## config.mk

```make
export PLATFORM = sky130hd
export DESIGN_NAME = uart_rx
export DESIGN_NICKNAME = d
export VERILOG_FILES = /design/src/rtl/uart_rx.sv
export SDC_FILE = /design/constraint.sdc
export NUM_CORES = 1
export LEC_CHECK = 0
export CAP_MARGIN = 20
export CELL_PAD_IN_SITES_DETAIL_PLACEMENT = 1
export CELL_PAD_IN_SITES_GLOBAL_PLACEMENT = 1
export CORE_AREA = 2 2 67 69
export CTS_BUF_LIST = sky130_fd_sc_hd__clkbuf_8
export CTS_CLUSTER_SIZE = 25
export DETAILED_ROUTE_END_ITERATION = 7
export DIE_AREA = 0 0 69 71
export PLACE_DENSITY = 0.72
export REMOVE_ABC_BUFFERS = 1
export SETUP_SLACK_MARGIN = 0.05
export SLEW_MARGIN = 5
export SYNTH_ARGS = -nofsm -noshare
export SYNTH_HDL_FRONTEND = slang
export SYNTH_SLANG_ARGS = --single-unit
```

## constraint.sdc

```tcl
create_clock -name clk -period 4.7 [get_ports clk]
set_clock_uncertainty 0.05 [all_clocks]
set_input_delay 0.94 -clock clk [delete_from_list [all_inputs] [get_ports clk]]
set_output_delay 0.94 -clock clk [all_outputs]
set_load 0.05 [all_outputs]
```

## src/rtl/uart_rx.sv

```systemverilog
// 8N1 serial receiver: a 2-flop synchronizer feeds a mid-bit sampling FSM that
// delivers each good byte with a one-cycle valid strobe and flags bad stop bits.
`timescale 1ns/1ps

module uart_rx #(
    parameter int CLOCK_FREQ = 1_843_200,
    parameter int BAUD_RATE  = 115_200
) (
    input  logic       clk,
    input  logic       rst,
    input  logic       rx,
    output logic [7:0] data_out,
    output logic       valid,
    output logic       frame_err,
    output logic       busy
);

    localparam int CLKS_PER_BIT = CLOCK_FREQ / BAUD_RATE;
    localparam int CW           = $clog2(CLKS_PER_BIT);

    localparam logic [CW-1:0] HALF_LAST = CW'(CLKS_PER_BIT / 2 - 1);
    localparam logic [CW-1:0] BIT_LAST  = CW'(CLKS_PER_BIT - 1);
    localparam logic [CW-1:0] CNT_ONE   = CW'(1);

    // An odd or tiny ratio leaves no well-defined mid-bit sample point.
    generate
        if (CLKS_PER_BIT < 4 || (CLKS_PER_BIT % 2) != 0) begin : g_bad_ratio
            $error("uart_rx: CLOCK_FREQ/BAUD_RATE must be even and >= 4");
        end
    endgenerate

    typedef enum logic [2:0] {
        IDLE,
        START,
        DATA,
        STOP,
        BREAK
    } state_t;

    state_t          state;
    logic            rx_meta;
    logic            rx_s;
    logic            rx_prev;
    logic [CW-1:0]   cnt;
    logic [2:0]      bit_idx;
    logic [7:0]      shreg;

    // The line idles high, so the synchronizer resets to 1 to avoid a false start edge.
    always_ff @(posedge clk or negedge rst) begin
        if (!rst) begin
            rx_meta <= 1'b1;
            rx_s    <= 1'b1;
            rx_prev <= 1'b1;
        end else begin
            rx_meta <= rx;
            rx_s    <= rx_meta;
            rx_prev <= rx_s;
        end
    end

    always_ff @(posedge clk or negedge rst) begin
        if (!rst) begin
            state     <= IDLE;
            cnt       <= '0;
            bit_idx   <= '0;
            shreg     <= '0;
            data_out  <= '0;
            valid     <= 1'b0;
            frame_err <= 1'b0;
            busy      <= 1'b0;
        end else begin
            valid     <= 1'b0;
            frame_err <= 1'b0;
            case (state)
                IDLE: begin
                    if (rx_prev && !rx_s) begin
                        cnt   <= '0;
                        busy  <= 1'b1;
                        state <= START;
                    end
                end

                // A start bit that is high again at its midpoint was only a glitch.
                START: begin
                    if (cnt == HALF_LAST) begin
                        if (rx_s) begin
                            busy  <= 1'b0;
                            state <= IDLE;
                        end else begin
                            cnt     <= '0;
                            bit_idx <= '0;
                            state   <= DATA;
                        end
                    end else begin
                        cnt <= cnt + CNT_ONE;
                    end
                end

                DATA: begin
                    if (cnt == BIT_LAST) begin
                        cnt            <= '0;
                        shreg[bit_idx] <= rx_s;
                        if (bit_idx == 3'd7) begin
                            state <= STOP;
                        end else begin
                            bit_idx <= bit_idx + 3'd1;
                        end
                    end else begin
                        cnt <= cnt + CNT_ONE;
                    end
                end

                // Returning to IDLE at mid-stop lets a back-to-back start bit be caught.
                STOP: begin
                    if (cnt == BIT_LAST) begin
                        cnt <= '0;
                        if (rx_s) begin
                            data_out <= shreg;
                            valid    <= 1'b1;
                            busy     <= 1'b0;
                            state    <= IDLE;
                        end else begin
                            frame_err <= 1'b1;
                            state     <= BREAK;
                        end
                    end else begin
                        cnt <= cnt + CNT_ONE;
                    end
                end

                BREAK: begin
                    if (rx_s) begin
                        busy  <= 1'b0;
                        state <= IDLE;
                    end
                end

                default: begin
                    busy  <= 1'b0;
                    state <= IDLE;
                end
            endcase
        end
    end

endmodule

```

==> impl_metrics.toml <==
[status]
outcome = "finished clean"

[die]
floorplan.core_area_um2 = 4200
die-height_um = 71
design.portCount = 14
start_util = 0.379
die_area_um2 = 4900
number_of_standard_cell_rows_in_the_floorplan = 24
die-width_um = 69

[sta]
slew-limit-headroom = 0.574
fmaxAchievable_ghz = 0.413
min_period_ps = 2420
drv_slew = 0
unrepaired_setup_endpoints_after_global_routing = "false"
timing_worst_slew_pin_value_ps = 639
final_hold_viol_count = 0
setup-violations-final = 0
period_share = 0.516
finalWorstSetupSlack_ps = 2280
setup-tns-final_ps = 0

[grt]
grt_pass1_wl_um = 6040
grt_antenna_before_repair = 0
grt_pass1_vias = 1282
grt_max_degree = 33
grt_overflow = 0
track_usage = 0.153

[synthesis]
netlist_instances = 138
synth-seq-cells = 32
synth_edf_count = 0
post_synth.cell_area_avg_um2 = 11.5
synth_cell_types = 45
synth_flop_cell = "sky130_fd_sc_hd__dfrtp_1"
synth.cell_area_um2 = 1590
synthArstFlopShare = 1.00
ys.warnings.count = 0
proportion_of_synthesized_chip_area_in_sequential_cells = 0.506

[placement]
buffer_ports.inserted = 13
routabilityCongestion = 0.805
placed_area_um2 = 1740
dpl_worst_slack_ps = 2570
dp_hpwl_um = 2270

[clock_tree]
cts_setup_buffers = 0
cts_repair_resize_count = 0
max_h_tree_level = 2
cts_tree = "done"
tritoncts_num_sinks = 32
postCtsHoldBufs = 0
clock_path_buffers = 2
cts.root.buffer_cell = "sky130_fd_sc_hd__clkbuf_8"
numCtsBuffers = 5
clkLatencyLatePin_ps = 280
cts.clk_slew.worst_paths_ps = 60

[layout]
drive_gt1_frac = 0.209
final_core_util = 0.438
antenna-diode-count = 0
areaGrowthSynthToFinish_pct = 15.6
final_net_count = 154
seq_area_um2 = 805
multi_input_comb_area_um2 = 714
layout.cells.most_common_list = "sky130_fd_sc_hd__dfrtp_1 (29), sky130_fd_sc_hd__mux2_2 (16), sky130_fd_sc_hd__clkdlybuf4s50_1 (13)"
final_common_cell = "sky130_fd_sc_hd__dfrtp_1"
stdcell_area_um2 = 1840
fillers = 454

[route]
dr.pass1.iters = 4
post_drt_antenna_nets = 0
detail_route.iter0.violations = 31
drcViolationCount = 0
wl_per_cell_um = 16.8
vias = 1127
route.final.wire_length_um = 3360
vias_per_cell = 5.64

[setup_path]
critPathMaxStageDelay_ps = 800
worstPathArrival_ps = 1430
timing.critical_path.to_type = "output pin"
critical-path-top-delay-family = "buffers and inverters"
timing.rr.end = "bit_idx[2]"
critPathBufInv = 1
timing.critical_path.fanout_max = 2
cp_cell_sequence = "clkdlybuf4s50_1"
worst-r2r-setup-slack_ps = 2580
critical_path_class = "flop to output pin"
crit_required_ps = 3710
crit_slowest_cell = "sky130_fd_sc_hd__clkdlybuf4s50_1"
startpoint_type = "flop"
rr_worst_depth = 3
critical_path.reg2reg.startpoint = "state[0]"

[power_and_ir_drop]
static-leakage-power_nw = 0.836
vdd_drop_max_v = 0.000291
pwr_density_cell_nw_per_um2 = 466

[hold_path]
worst_hold_path_type = "flop to flop"
holdPathStages = 0
min_to = "rx_s"
min_from = "rx_meta"

[run]
cap_violations = 0
[stage by stage]
stage	instances	power [mW]	hold WS, ps
6_report	200	0.858	309
5_1_grt	200	0.920	312
4_1_cts	200	0.870	309
3_5_place_dp	193	0.639	300
3_3_place_gp	193	0.616	296
2_1_floorplan	127	0.553	295
[cells by family (layout without fill, tap and decap cells)]
group	after synthesis	in the layout	share of synthesized area
simple gates	41	41	0.168
flops	32	32	0.506
compound gates	24	24	0.105
mux	19	19	0.142
buf+inv	17	27	0.0456
fa+ha+maj	3	3	0.0236
xor+xnor	2	2	0.0110
[worst max-delay path by stage]
stage,cells past startpoint,start,endpoint,slack (ps)
6_report,1,data_out[1],data_out[1],2280
4_1_cts,1,data_out[1],data_out[1],2260
2_1_floorplan,3,state[0],bit_idx[0],2820
5_1_grt,1,data_out[3],data_out[3],2230
3_5_place_dp,1,data_out[1],data_out[1],2570
3_3_place_gp,1,busy,busy,2580
[synth_stat cells (all sizes together) (2+ instances only)]
cell type	instances	area [um^2]
a21oi	9	45.0
and3	3	18.8
buf	3	20.0
clkbuf	8	30.0
dfrtp	29	726
dfstp	3	78.8
ha	3	37.5
inv	6	22.5
mux2	19	225
nand2	3	11.3
nand2b	2	12.5
nand3	6	30.0
nand4	2	12.5
nand4b	2	17.5
nand4bb	2	22.5
nor2	4	15.0
nor2b	2	12.5
nor3	4	20.0
o21ai	3	15.0
o32ai	2	17.5
or4b	2	20.0
[registers in the layout, summed over array words and instances (netlist names)]
name       flops
bit_idx        3
busy           1
cnt            4
data_out       8
frame_err      1
rx_meta        1
rx_prev        1
rx_s           1
shreg          8
state          3
valid          1
[area by class of cell]
type                            count  area share
Sequential cell                    32       0.437
Multi-Input combinational cell     89       0.388
Timing Repair Buffer               14      0.0748
Clock buffer                        7      0.0523
Tap cell                           52      0.0354
Inverter                            6      0.0122
[power breakdown]
| part | internal, mW | switching [mW] |
|---|---|---|
| logic | 0.103 | 0.123 |
| registers | 0.315 | 0.0925 |
| clock network | 0.130 | 0.0942 |
[metal layers]
metal / vias to the layer above / GRT usage / share of wire
met4: 0 / 0.0588 / 0.019
met1: 578 / 0.173 / 0.44
li1: 526 / - / -
met5: - / 0 / 0
met2: 16 / 0.277 / 0.52
met3: 7 / 0.0370 / 0.028
No activity file was read; power rests on OpenSTA's default activity.
